--- src/rtl/parallel2serial.sv ---
// Parallel-to-serial transmitter: valid/ready word input, MSB-first serial output,
// idle-word fill between user words. Define P2S_PARITY_EN to append an even-parity bit per frame.
module parallel2serial #(
  parameter int unsigned          WIDTH     = 8,
  parameter logic [WIDTH-1:0]     IDLE_WORD = 8'hBC
) (
  input  logic             clk,
  input  logic             reset,
  input  logic [WIDTH-1:0] data_in,
  input  logic             valid_in,
  output logic             ready_out,
  output logic             dout,
  output logic             frame_start,
  output logic             sending_data
);

`ifdef P2S_PARITY_EN
  localparam int unsigned LAST = WIDTH;
`else
  localparam int unsigned LAST = WIDTH - 1;
`endif
  localparam int unsigned    CW     = $clog2(LAST + 1);
  localparam logic [CW-1:0]  LAST_C = CW'(LAST);

  localparam logic ST_IDLE = 1'b0;
  localparam logic ST_DATA = 1'b1;

  logic [WIDTH-1:0] hold;
  logic             hold_full;
  logic [WIDTH-1:0] sr;
  logic [CW-1:0]    cnt;
  logic             state;
  logic             boundary;
  logic [WIDTH-1:0] word;
  logic             fill;

  assign ready_out    = !hold_full;
  assign sending_data = (state == ST_DATA);
  assign boundary     = (cnt == LAST_C);
  assign word         = hold_full ? hold : IDLE_WORD;

  // The bit shifted into sr's LSB emerges right after the word's LSB,
  // so parking the parity bit there makes it the frame's trailing bit.
`ifdef P2S_PARITY_EN
  assign fill = ^word;
`else
  assign fill = 1'b0;
`endif

  always_ff @(posedge clk or negedge reset) begin
    if (!reset) begin
      hold        <= '0;
      hold_full   <= 1'b0;
      sr          <= '0;
      cnt         <= LAST_C;
      state       <= ST_IDLE;
      dout        <= 1'b0;
      frame_start <= 1'b0;
    end else begin
      if (valid_in && ready_out) begin
        hold      <= data_in;
        hold_full <= 1'b1;
      end
      if (boundary) begin
        if (hold_full) begin
          hold_full <= 1'b0;
          state     <= ST_DATA;
        end else begin
          state     <= ST_IDLE;
        end
        dout        <= word[WIDTH-1];
        sr          <= {word[WIDTH-2:0], fill};
        cnt         <= '0;
        frame_start <= 1'b1;
      end else begin
        dout        <= sr[WIDTH-1];
        sr          <= {sr[WIDTH-2:0], 1'b0};
        cnt         <= cnt + CW'(1);
        frame_start <= 1'b0;
      end
    end
  end

endmodule

--- config.mk ---
export PLATFORM = sky130hd
export DESIGN_NAME = parallel2serial
export DESIGN_NICKNAME = d
export VERILOG_FILES = /design/src/rtl/parallel2serial.sv
export SDC_FILE = /design/constraint.sdc
export NUM_CORES = 1
export LEC_CHECK = 0
export BUFFER_PORTS_ARGS = -buffer_cell sky130_fd_sc_hd__buf_2
export CAP_MARGIN = 20
export CORE_MARGIN = 2
export CORE_UTILIZATION = 46
export CTS_BUF_LIST = sky130_fd_sc_hd__clkbuf_4 sky130_fd_sc_hd__clkbuf_8
export DETAILED_ROUTE_END_ITERATION = 6
export GPL_TIMING_DRIVEN = 0
export PLACE_DENSITY = 0.73
export REMOVE_ABC_BUFFERS = 1
export SLEW_MARGIN = 20
export SYNTH_ARGS = -nofsm -noshare
export SYNTH_HDL_FRONTEND = slang
export SYNTH_SLANG_ARGS = --single-unit
--- constraint.sdc ---
create_clock -name clk -period 1.7 [get_ports clk]
set_input_delay 0.255 -clock clk [delete_from_list [all_inputs] [get_ports clk]]
set_output_delay 0.255 -clock clk [all_outputs]
set_load 0.05 [all_outputs]
* Word level (Yosys, flattened, before mapping) *
Index checks and enable logic that the tools add are counted.

storage, ports and cells
  flip-flop bits (word level) = 23
  input bits = 11
  output and inout port bits = 4
  logic and storage cells = 20

operators by class
  add/subtract/negate cells = 1
  eq/ne operators = 1
  mux-type cells = 9
  reductions and logical operators = 2

operators by type and width
  cell                   count
  $mux W8                2
  $mux W1                6
  $add A3 B1 Y3 const B  1
  $eq A3 B3 Y1 const B   1
  $mux W3                1
  $logic_and A1 B1 Y1    1
  $logic_not A1 Y1       1

* Logic depth before layout (Yosys ltp) *
Gate-level depths: netlist of the first run.

  depth after elaboration = 5
  mapped depth = 5

* Worst setup path before layout of the first run *
No wires, ideal clock.

  path kind = register to register
  start point = register cnt[0]
  end point = register dout
  library setup time = 0.121 ns
  arrival = 1.150 ns
  required time = 1.579 ns
  path slack = 0.429 ns
  cell stages (with the launch flop) = 5
  path buffers = 0
  period minus slack after synthesis = 1.271 ns
  cell sequence = dfstp_2 ha_1 ha_1 nand2_1 o22a_1

between the ends
  word-level cells in the longest chain between the ends = 2

ends and longest elaborated chain
  what                    RTL line  RTL
  from (decl)             31        logic [CW-1:0] cnt;
  from (signal assigned)  78        cnt <= cnt + CW'(1);
  $eq A3 B3 Y1            39        assign boundary = (cnt == LAST_C);
  $mux W1                 64        if (boundary) begin
  to (signal assigned)    71        dout <= word[WIDTH-1];
  to (signal assigned)    76        dout <= sr[WIDTH-1];
  to (decl)               12        output logic dout,

No other way between the ends.
A chain may end at the register's enable or synchronous reset.

* Worst setup path after layout of the first run *
  start point = register cnt[0]
  end point = register sr[6]

between the ends
  word-level cells in the longest chain between the ends = 2

ends and longest elaborated chain
  what                  RTL line  RTL
  $eq A3 B3 Y1          39
  $mux W8               64
  to (signal assigned)  72        sr <= {word[WIDTH-2:0], fill};
  to (signal assigned)  77        sr <= {sr[WIDTH-2:0], 1'b0};
  to (decl)             30        logic [WIDTH-1:0] sr;

No other way between the ends.

==> results of run 1 <==
-- metrics by stage --
step,hold slack (ns),setup WS [ns]
finish,0.175,0.153
global route,0.152,0.0254
CTS,0.162,0.00817
detailed placement,0.238,-0.0430
global placement,0.238,-0.0738
floorplan,-0.0406,0.186
-- cells in the mapped netlist, drive strengths merged --
| master | count | area (um^2) |
|---|---|---|
| ha | 3 | 37.5 |
| dfstp | 3 | 78.8 |
| nand3 | 2 | 10.0 |
| and3 | 1 | 6.26 |
| nand2 | 1 | 3.75 |
| o22a | 5 | 43.8 |
| dfrtp | 19 | 475 |
| nor2 | 1 | 3.75 |
| o21ai | 3 | 15.0 |
| inv | 4 | 15.0 |
| buf | 2 | 16.3 |
| o21bai | 1 | 7.51 |
| nor2b | 1 | 6.26 |
| mux2 | 8 | 120 |
-- timing repair --
item	CTS	global route
hold buffers	1	0
endpoints found under the hold margin	19	0
buffers inserted	0	0
endpoints found under the setup margin	8	6
resized for setup	1	1
-- cells by family after synthesis --
group / share of synthesized area [%]
AO/OA/AOI/OAI: 7.90
multiplexers: 14.3
flip-flops: 66.0
adder cells (fa/ha/maj): 4.47
buffers and inverters: 3.72
AND/OR/NAND/NOR: 3.58
-- worst max-delay path, delay by kind of cell, from the launching register on --
| family | cells | cell delay [ns] |
|---|---|---|
| DFF | 1 | 0.55 |
| adders and majority gates | 2 | 0.49 |
| AOI/OAI and AO/OA | 1 | 0.22 |
| and+or+nand+nor | 1 | 0.19 |
-- registers in the layout (all words and copies together) (netlist names) --
signal,cells
cnt,3
hold,8
frame_start,1
hold_full,1
sr,7
dout,1
sending_data,1
-- final cells by class --
cell class	instances	area, um^2	area share, %
sequential	22	554	56.8
multi-input combinational	26	259	26.5
timing repair buffer	15	80.1	8.21
clock buffer	4	36.3	3.72
tap	25	31.3	3.21
inverter	4	15.0	1.54
-- power breakdown --
part | switching (mW) | leakage [nW] | internal, mW
Sequential | 0.0507 | 0.255 | 0.634
Combinational | 0.109 | 0.198 | 0.126
Clock | 0.146 | 0.0210 | 0.131
-- worst paths after layout --
kind,from,to,slack [ns],depth (start not counted)
setup / recovery,cnt[0],sr[6],0.15,4
hold / removal,data_in[0],hold[0],0.17,2
setup reg to reg,cnt[0],sr[6],0.15,4
hold reg to reg,sr[7],dout,0.49,1
max in group asynchronous,reset,cnt[1],0.93,2
min in group asynchronous,reset,hold[7],0.43,2
-- routing by layer --
layer,share of wire [%],global-route usage (%),vias up
met2,44,17.8,14
met1,48,15.6,232
met5,0,0,-
met4,1.7,10.0,0
li1,-,-,220
met3,5.2,4.71,2
==> summary.txt, run 1 <==
STA
  • Max Clk Rate: 647 MHz
  • Final setup fails: 0
  • Fin crit share: 91.0%
  • TNS Setup: 0 ns
  • Minimum clock period: 1.55 ns
  • RSZ-0062 raised after global routing: false
  • Worst Tran Pin Value: 0.617 ns
  • Clock skew: 0.00137 ns
  • Rel. slew slack: 58.7%
  • Hold Violations, Final: 0
  • Max Transition Viols Final: 0

Power and ir drop
  • Pleak: 0.475 nW
  • P per Cell Area: 1230 mW/mm^2
  • Worst VDD drop: 499 uV
  • Final Power: 1.20 mW

Yosys
  • Register area share after synthesis: 66.0%
  • Mean Syn Cell Area: 15.5 um^2
  • Mapped cell area: 840 um^2
  • Seq cells post-synth: 22
  • Library cells used by synthesis: 15
  • Mapped Cells: 54
  • Yosys warning total: 0

Clock tree
  • H-tree Lvls: 1
  • TritonCTS buffer count: 3
  • Maximum clock path buffer count: 2
  • Clk root buf: clkbuf_4
  • CTS tree: done
  • Reg clk slew, reported paths: 0.11 ns
  • Insertion delay to the later sink of the worst-skew pair: 0.30 ns
  • TritonCTS Sinks: 22

Route
  • 1st-iter DRT viols: 8
  • Post-DRT Antenna Nets: 0
  • Pre-Repair DR Iteration Count: 4
  • DRC viols: 0
  • Wire per inst: 12.0 um
  • Via count: 468
  • Vias/cell: 4.88
  • Final wirelength: 1.16 mm

Place
  • Placed Cells: 91
  • HPWL Detailed: 795 um
  • Final GP Congestion: 0.717
  • DP Area: 925 um^2
  • PortBufs: 14

Setup path
  • Crit path capture type: register
  • Critical path class: reg2reg
  • Worst stage delay on the critical path: 0.55 ns
  • Worst path cell trace: ha_1, ha_2, nand2_1, o22a_1
  • CP required: 1.90 ns
  • Slowest-stage cell, CP: dfstp_2
  • Crit path max fanout: 13
  • CP Launch Type: register
  • Arrival time worst endpoint: 1.75 ns

Final layout
  • Final core utilization: 56.5%
  • Finished Layout Cells: 96
  • Area grow syn2layout: 16.2%
  • Most frequent cells in the layout: dfrtp_1 (19), buf_2 (14), mux2_4 (8)
  • Fillers: 155
  • Antenna Cells: 0
  • Share of cells above drive strength 1: 43.7%
  • Design area: 976 um^2
  • Most common cell after layout, fill and taps aside: dfrtp_1
  • Final nets: 86

Die
  • # IOs: 15
  • FP Rows: 15
  • DIE HEIGHT: 46.7 um
  • Initial Util: 48.6%
  • Die width: 46.7 um
  • Core area: 0.00173 mm^2
  • Total Die Area: 0.00218 mm^2

GRT
  • Pin count of the biggest net entering global routing: 23
  • GR Util All Layers: 12.7%
  • First-pass GRT wire length: 1.76 mm
  • Remaining global-route overflow: 0
  • Initial antenna violation count: 0
  • Vias in the first global route: 409

Job
  • Max-cap viol count: 0

Run status
  • Status: finished clean

Min path
  • HP Class: in2reg
No activity file was read; power rests on OpenSTA's default activity.
==> inputs of run 2 (changes only) <==
--- a/config.mk
+++ b/config.mk
@@ -8,11 +8,11 @@
 export BUFFER_PORTS_ARGS = -buffer_cell sky130_fd_sc_hd__buf_2
 export CAP_MARGIN = 20
 export CORE_MARGIN = 2
-export CORE_UTILIZATION = 46
-export CTS_BUF_LIST = sky130_fd_sc_hd__clkbuf_4 sky130_fd_sc_hd__clkbuf_8
+export CORE_UTILIZATION = 30
+export CTS_BUF_LIST = sky130_fd_sc_hd__clkbuf_16
 export DETAILED_ROUTE_END_ITERATION = 6
 export GPL_TIMING_DRIVEN = 0
-export PLACE_DENSITY = 0.73
+export PLACE_DENSITY = 0.53
 export REMOVE_ABC_BUFFERS = 1
 export SLEW_MARGIN = 20
 export SYNTH_ARGS = -nofsm -noshare
==> run 2 against run 1 <==
Effect of this change:
- first-iteration DRC count is 38% lower
- maximum frequency is 2.8% lower
- clock power is 130% higher
- largest power group unchanged
- sequential share of layout area is 4.1 points lower
- sequential power hardly changed
- critical path type unchanged
- utilization is 18 points lower
- worst setup slack worse by 0.045 ns
- wire length is 17% higher
- hold slack better by 0.057 ns
- combinational power hardly changed
==> summary.txt, run 2 (same netlist as run 1, synthesis figures left out) <==
Run status
  • Status: finished clean (unchanged)

Die
  • FP Rows: 19 (was 15)
  • Core area: 0.00271 mm^2 (was 0.00173 mm^2)
  • Initial Util: 31.0% (was 48.6%)
  • DIE HEIGHT: 56.9 um (was 46.7 um)
  • # IOs: 15 (unchanged)
  • Total Die Area: 0.00324 mm^2 (was 0.00218 mm^2)
  • Die width: 56.9 um (was 46.7 um)

Clock tree
  • TritonCTS Sinks: 22 (unchanged)
  • Reg clk slew, reported paths: 0.06 ns (was 0.11 ns)
  • Maximum clock path buffer count: 2 (unchanged)
  • TritonCTS buffer count: 3 (unchanged)
  • Clk root buf: clkbuf_16 (was clkbuf_4)
  • CTS tree: done (unchanged)
  • Insertion delay to the later sink of the worst-skew pair: 0.25 ns (was 0.30 ns)
  • Setup bufs post-CTS: 0 (unchanged)
  • H-tree Lvls: 1 (unchanged)

STA
  • Worst Tran Pin Value: 0.660 ns (was 0.617 ns)
  • Clock skew: 0.00150 ns (was 0.00137 ns)
  • Max Clk Rate: 628 MHz (was 647 MHz)
  • Max Transition Viols Final: 0 (unchanged)
  • Minimum clock period: 1.59 ns (was 1.55 ns)
  • RSZ-0062 raised after global routing: false (unchanged)
  • Hold Violations, Final: 0 (unchanged)
  • Worst setup margin: 0.109 ns (was 0.153 ns)
  • Fin crit share: 93.6% (was 91.0%)
  • Final setup fails: 0 (unchanged)
  • Rel. slew slack: 55.8% (was 58.7%)

Setup path
  • Arrival time worst endpoint: 1.73 ns (was 1.75 ns)
  • R2r worst-path depth: 4 (unchanged)
  • Start point of the critical path: cnt[0] (unchanged)
  • Crit path capture type: register (unchanged)
  • CP Launch Type: register (unchanged)
  • Crit path max fanout: 13 (unchanged)
  • Reg2reg setup slack: 0.11 ns (was 0.15 ns)
  • Reg-to-Reg End: sr[6] (unchanged)
  • Reg2reg start: cnt[0] (unchanged)
  • CP required: 1.83 ns (was 1.90 ns)
  • Critical path class: reg2reg (unchanged)
  • Setup crit end: sr[6] (unchanged)

Power and ir drop
  • Pleak: 0.505 nW (was 0.475 nW)
  • Final Power: 1.57 mW (was 1.20 mW)
  • P per Cell Area: 1490 mW/mm^2 (was 1230 mW/mm^2)
  • Worst VDD drop: 1100 uV (was 499 uV)

GRT
  • Met2 usage in global routing: 14.9% (was 17.8%)
  • GR Util All Layers: 9.58% (was 12.7%)
  • M3 GR Usage: 4.38% (was 4.71%)
  • Met1 Usage GRT: 12.4% (was 15.6%)
  • Vias in the first global route: 490 (was 409)
  • Pin count of the biggest net entering global routing: 23 (unchanged)
  • Remaining global-route overflow: 0 (unchanged)
  • First-pass GRT wire length: 2.37 mm (was 1.76 mm)
  • Initial antenna violation count: 0 (unchanged)
  • GRT busiest layer: met2 (unchanged)

Route
  • DRC viols: 0 (unchanged)
  • Final wirelength: 1.35 mm (was 1.16 mm)
  • Via count: 450 (was 468)
  • Wire per inst: 13.3 um (was 12.0 um)
  • Post-DRT Antenna Nets: 0 (unchanged)
  • Vias/cell: 4.41 (was 4.88)
  • Pre-Repair DR Iteration Count: 4 (unchanged)
  • 1st-iter DRT viols: 5 (was 8)

Min path
  • HP Class: in2reg (unchanged)

Place
  • PortBufs: 14 (unchanged)
  • HPWL Detailed: 930 um (was 795 um)
  • Final GP Congestion: 0.658 (was 0.717)
  • Setup WS pre-CTS: -0.107 ns (was -0.0430 ns)

Final layout
  • Biggest register: hold (unchanged)
  • Share of cells above drive strength 1: 43.7% (unchanged)
  • Number of flip-flops in the largest register: 8 (unchanged)
  • Fillers: 271 (was 155)
  • Antenna Cells: 0 (unchanged)
  • Most common cell after layout, fill and taps aside: dfrtp_1 (unchanged)
  • Top flop regs: hold: 8 flops, sr: 7 flops, cnt: 3 flops (unchanged)
  • Register area: 554 um^2 (unchanged)
  • Most frequent cells in the layout: dfrtp_1 (19), buf_2 (14), mux2_4 (8) (unchanged)
  • Final nets: 86 (unchanged)
  • Area grow syn2layout: 25.3% (was 16.2%)
  • Multi-input logic area: 259 um^2 (unchanged)

Job
  • Max-cap viol count: 0 (unchanged)
-- run 2: cell count changes in the layout (fill, tap and decap cells not counted) --
cell       change
clkbuf_4       -3
bufinv_16      +1
clkbuf_16      +3
clkbuf_8       -1
-- run 2: per-layer routing --
metal,up-vias,share of wire (%)
met5,-,0
li1,216,-
met4,0,0
met3,0,5.5
met1,222,45
met2,12,49
-- run 2: power breakdown --
group	total [mW]	switching, mW	internal (mW)
combinational	0.238	0.112	0.126
sequential	0.688	0.0518	0.637
clock	0.645	0.178	0.467
-- run 2: final cells by class --
class	count	area share, %
Sequential cell	22	52.7
Multi-Input combinational cell	26	24.6
Timing Repair Buffer	15	7.61
Clock buffer	3	7.13
Tap cell	31	3.69
Clock inverter	1	2.85
Inverter	4	1.43
-- run 2: worst min-delay path by stage --
stage | startpoint | endpoint | slack (ns) | cells past startpoint
6_report | data_in[0] | hold[0] | 0.23 | 2
4_1_cts | data_in[3] | hold[3] | 0.23 | 2
3_5_place_dp | reset | sending_data | 0.24 | 1
2_1_floorplan | reset | dout | -0.04 | 0
5_1_grt | data_in[3] | hold[3] | 0.23 | 2
3_3_place_gp | reset | sending_data | 0.24 | 1
-- run 2: metrics by stage --
step	hold WS, ns	cell area (um^2)	utilization [%]	std cells	TNS, ns
2_1_floorplan	-0.0406	823	-	52	0
3_3_place_gp	0.241	932	34.4	97	-1.09
3_5_place_dp	0.241	932	34.4	97	-1.24
4_1_cts	0.230	1050	38.8	102	0
5_1_grt	0.225	1050	38.8	102	0
6_report	0.232	1050	38.8	102	0
-- run 2: timing repair --
item	CTS	global route
resized for setup	2	0
hold endpoints to repair	19	0
hold buffers	1	0
endpoints found under the setup margin	13	0
-- run 2: critical path, cell delays in order (launching register included) --
cell and delay (ns):
dfstp_2 0.53, ha_1 0.18, ha_2 0.33, nand2_1 0.21, o22a_1 0.23
==> inputs of run 3 (changes only) <==
--- a/config.mk
+++ b/config.mk
@@ -5,6 +5,7 @@
 export SDC_FILE = /design/constraint.sdc
 export NUM_CORES = 1
 export LEC_CHECK = 0
+export ABC_AREA = 1
 export BUFFER_PORTS_ARGS = -buffer_cell sky130_fd_sc_hd__buf_2
 export CAP_MARGIN = 20
 export CORE_MARGIN = 2
==> run 3 against run 2 <==
Effect of this change:
- sequential share of layout area fell by 2.1 points
- maximum frequency increased by 8.4%
- highest routed layer is now met4
- power decreased by 0.60%
==> summary.txt, run 3 <==
Run status
  • Status: finished clean (unchanged)

Clock tree
  • TritonCTS buffer count: 3 (unchanged)
  • H-tree Lvls: 1 (unchanged)
  • Post-CTS Resized: 0 (was 2)
  • Clk root buf: clkbuf_16 (unchanged)
  • Insertion delay to the later sink of the worst-skew pair: 0.26 ns (was 0.25 ns)
  • Reg clk slew, reported paths: 0.06 ns (about the same)
  • CTS tree: done (unchanged)
  • Maximum clock path buffer count: 2 (unchanged)
  • TritonCTS Sinks: 22 (unchanged)
  • Setup bufs post-CTS: 0 (unchanged)
  • Hold_buf cts: 1 (unchanged)

Yosys
  • Async SR Flop Fraction: 100% (unchanged)
  • Post-Synth Simple-Gate Area: 25.7% (was 3.58%)
  • Commonest cells post-synth: nand2_1 (42), dfrtp_1 (19), nand3_1 (7) (was dfrtp_1 (19), mux2_4 (8), o22a_1 (5))
  • Mux contribution to synthesized area: 0% (was 14.3%)
  • Library cells used by synthesis: 15 (unchanged)
  • Synth Area in Adders: 4.08% (was 4.47%)
  • Top-count cell post-synth: nand2_1 (was dfrtp_1)
  • Xor and xnor area share after synthesis: 0% (unchanged)
  • Seq cells post-synth: 22 (unchanged)
  • Mapped Cells: 93 (was 54)
  • Top cells by area, synth: dfrtp_1 (52%), nand2_1 (17%), dfstp_2 (8.6%), ha_1 (4.1%), nand3_1 (3.8%) (was dfrtp_1 (57%), mux2_4 (14%), dfstp_2 (9.4%), o22a_1 (5.2%), ha_1 (4.5%))
  • Compound-Gate Fraction of Synth Area: 1.09% (was 7.90%)
  • Mapped cell area: 920 um^2 (was 840 um^2)
  • Yosys warning total: 0 (unchanged)
  • Most used DFF post-synth: dfrtp_1 (unchanged)
  • Mean Syn Cell Area: 9.89 um^2 (was 15.5 um^2)
  • Yosys top cell by area: dfrtp_1 (unchanged)
  • Largest family of logic cells by synthesized area: simple AND/OR/NAND/NOR gates (was multiplexers)
  • Number of synthesized flops with an enable pin: 0 (unchanged)
  • Register area share after synthesis: 60.3% (was 66.0%)
  • Area share of the largest cell type after synthesis: 51.7% (was 56.6%)

Final layout
  • Number of flip-flops in the largest register: 8 (unchanged)
  • Most frequent cells in the layout: nand2_1 (42), dfrtp_1 (19), buf_2 (14) (was dfrtp_1 (19), buf_2 (14), mux2_4 (8))
  • Antenna Cells: 0 (unchanged)
  • Design area: 0.00110 mm^2 (was 0.00105 mm^2)
  • Multi-input logic area: 284 um^2 (was 259 um^2)
  • Fillers: 299 (was 271)
  • Final core utilization: 36.8% (was 38.8%)
  • Area grow syn2layout: 19.2% (was 25.3%)
  • Share of cells above drive strength 1: 25.0% (was 43.7%)
  • Finished Layout Cells: 141 (was 102)
  • Final nets: 123 (was 86)
  • Most common cell after layout, fill and taps aside: nand2_1 (was dfrtp_1)
  • Top flop regs: hold: 8 flops, sr: 7 flops, cnt: 3 flops (unchanged)
  • Biggest register: hold (unchanged)
  • Register area: 554 um^2 (unchanged)

Setup path
  • Worst stage delay on the critical path: 0.53 ns (about the same)
  • Slowest-stage cell, CP: dfstp_2 (unchanged)
  • Reg2reg start: cnt[0] (unchanged)
  • Most frequent CP cell: ha_1
  • Critical path class: reg2reg (unchanged)
  • Crit path capture type: register (unchanged)
  • CP Launch Type: register (unchanged)
  • R2r worst-path depth: 5 (was 4)
  • Reg-to-Reg End: sending_data (was sr[6])
  • Start point of the critical path: cnt[0] (unchanged)
  • Setup crit end: sending_data (was sr[6])
  • CP required: 1.84 ns (was 1.83 ns)
  • Arrival time worst endpoint: 1.61 ns (was 1.73 ns)
  • Worst path cell trace: ha_1, ha_1, inv_2, nand2_1, o21ai_0 (was ha_1, ha_2, nand2_1, o22a_1)
  • Reg2reg setup slack: 0.23 ns (was 0.11 ns)
  • Crit path max fanout: 10 (was 13)

Route
  • DRC viols: 0 (unchanged)
  • 1st-iter DRT viols: 16 (was 5)
  • Wire per inst: 10.4 um (was 13.3 um)
  • Post-DRT Antenna Nets: 0 (unchanged)
  • Final wirelength: 1.47 mm (was 1.35 mm)
  • Via count: 603 (was 450)
  • Vias/cell: 4.28 (was 4.41)
  • Pre-Repair DR Iteration Count: 4 (unchanged)

STA
  • Max Transition Viols Final: 0 (unchanged)
  • Clock skew: 0.00479 ns (was 0.00150 ns)
  • Fin crit share: 86.4% (was 93.6%)
  • Rel. slew slack: 68.6% (was 55.8%)
  • WHS: 0.225 ns (was 0.232 ns)
  • Max Clk Rate: 681 MHz (was 628 MHz)
  • Final setup fails: 0 (unchanged)
  • Worst Tran Pin Value: 0.471 ns (was 0.660 ns)
  • Minimum clock period: 1.47 ns (was 1.59 ns)
  • TNS Setup: 0 ns (unchanged)
  • Worst setup margin: 0.232 ns (was 0.109 ns)
  • Hold Violations, Final: 0 (unchanged)
  • RSZ-0062 raised after global routing: false (unchanged)

Die
  • # IOs: 15 (unchanged)
  • FP Rows: 20 (was 19)
  • Die width: 59.4 um (was 56.9 um)
  • DIE HEIGHT: 59.4 um (was 56.9 um)
  • Initial Util: 30.9% (was 31.0%)
  • Total Die Area: 0.00352 mm^2 (was 0.00324 mm^2)
  • Core area: 0.00298 mm^2 (was 0.00271 mm^2)

Power and ir drop
  • P_sw: 392 uW (was 342 uW)
  • Logic pwr share: 14.4% (was 15.2%)
  • Sw Ratio: 25.1% (was 21.8%)
  • P per Cell Area: 1430 mW/mm^2 (was 1490 mW/mm^2)
  • Worst VDD drop: 373 uV (was 1100 uV)
  • Pleak: 0.591 nW (was 0.505 nW)
  • Final Power: 1.56 mW (was 1.57 mW)
  • Clock group share of total power: 42.3% (was 41.0%)
  • Internal power: 1.17 mW (was 1.23 mW)
  • Sequential share of power: 43.3% (was 43.8%)

Job
  • Max-cap viol count: 0 (unchanged)

GRT
  • Initial antenna violation count: 0 (unchanged)
  • First-pass GRT wire length: 2.62 mm (was 2.37 mm)
  • Remaining global-route overflow: 0 (unchanged)
  • Vias in the first global route: 610 (was 490)
  • GR Util All Layers: 10.1% (was 9.58%)
  • Pin count of the biggest net entering global routing: 23 (unchanged)

Place
  • Placed Cells: 136 (was 97)
  • DP Area: 981 um^2 (was 932 um^2)
  • Setup WS pre-CTS: 0.223 ns (was -0.107 ns)
  • HPWL Detailed: 1.04 mm (was 930 um)
  • PortBufs: 14 (unchanged)
  • Final GP Congestion: 0.680 (was 0.658)

Min path
  • HP Class: in2reg (unchanged)
==> run 3: changes by cell type in the layout (fill, tap and decap cells not counted), moves of 3 or more <==
cell,before,now
nand2_1,1,42
nand3_1,2,7
mux2_4,8,0
nand3_2,0,3
o22a_1,5,0
==> run 3: logic make-up after synthesis <==
logic type	count (synthesis)
fa+ha+maj	3
compound gates	2
buf+inv	11
simple gates	55
flops	22
==> run 3: power by group through the flow <==
stage / Combinational [mW] / Clock, mW / Sequential, mW
after floorplan: 0.123 / 0 / 0.715
after global placement: 0.224 / 0 / 0.683
after detailed placement: 0.227 / 0 / 0.685
after CTS: 0.230 / 0.669 / 0.677
after global routing: 0.258 / 0.681 / 0.690
final: 0.224 / 0.661 / 0.676
==> run 3: worst min path at each step <==
stage / from / end / slack [ns] / cells past startpoint
2_1_floorplan: reset / dout / -0.04 / 0
3_3_place_gp: reset / dout / 0.24 / 1
3_5_place_dp: reset / sr[6] / 0.24 / 1
4_1_cts: data_in[0] / hold[0] / 0.22 / 3
5_1_grt: data_in[6] / hold[6] / 0.24 / 3
6_report: data_in[3] / hold[3] / 0.22 / 3
==> run 3: layout make-up <==
class	instances	area share (%)
well taps	33	3.77
flip-flops and latches	22	50.6
clock buffers	3	6.85
inverters	7	2.85
clock inverters	1	2.74
multi-input cells	60	25.9
repair buffers	15	7.31
==> run 3: worst max-delay path: cells and delay by family, from the launching register on <==
family	cells	cell delay [ns]
simple gates	1	0.08
fa+ha+maj	2	0.53
compound gates	1	0.07
buf+inv	1	0.14
flops	1	0.53
==> run 3: layer usage <==
metal | up-vias | share of wire (%) | global-route usage, %
li1 | 317 | - | -
met1 | 270 | 50 | 13.0
met2 | 13 | 44 | 15.1
met3 | 3 | 4.0 | 2.84
met4 | 0 | 2.2 | 5.84
met5 | - | 0 | 0
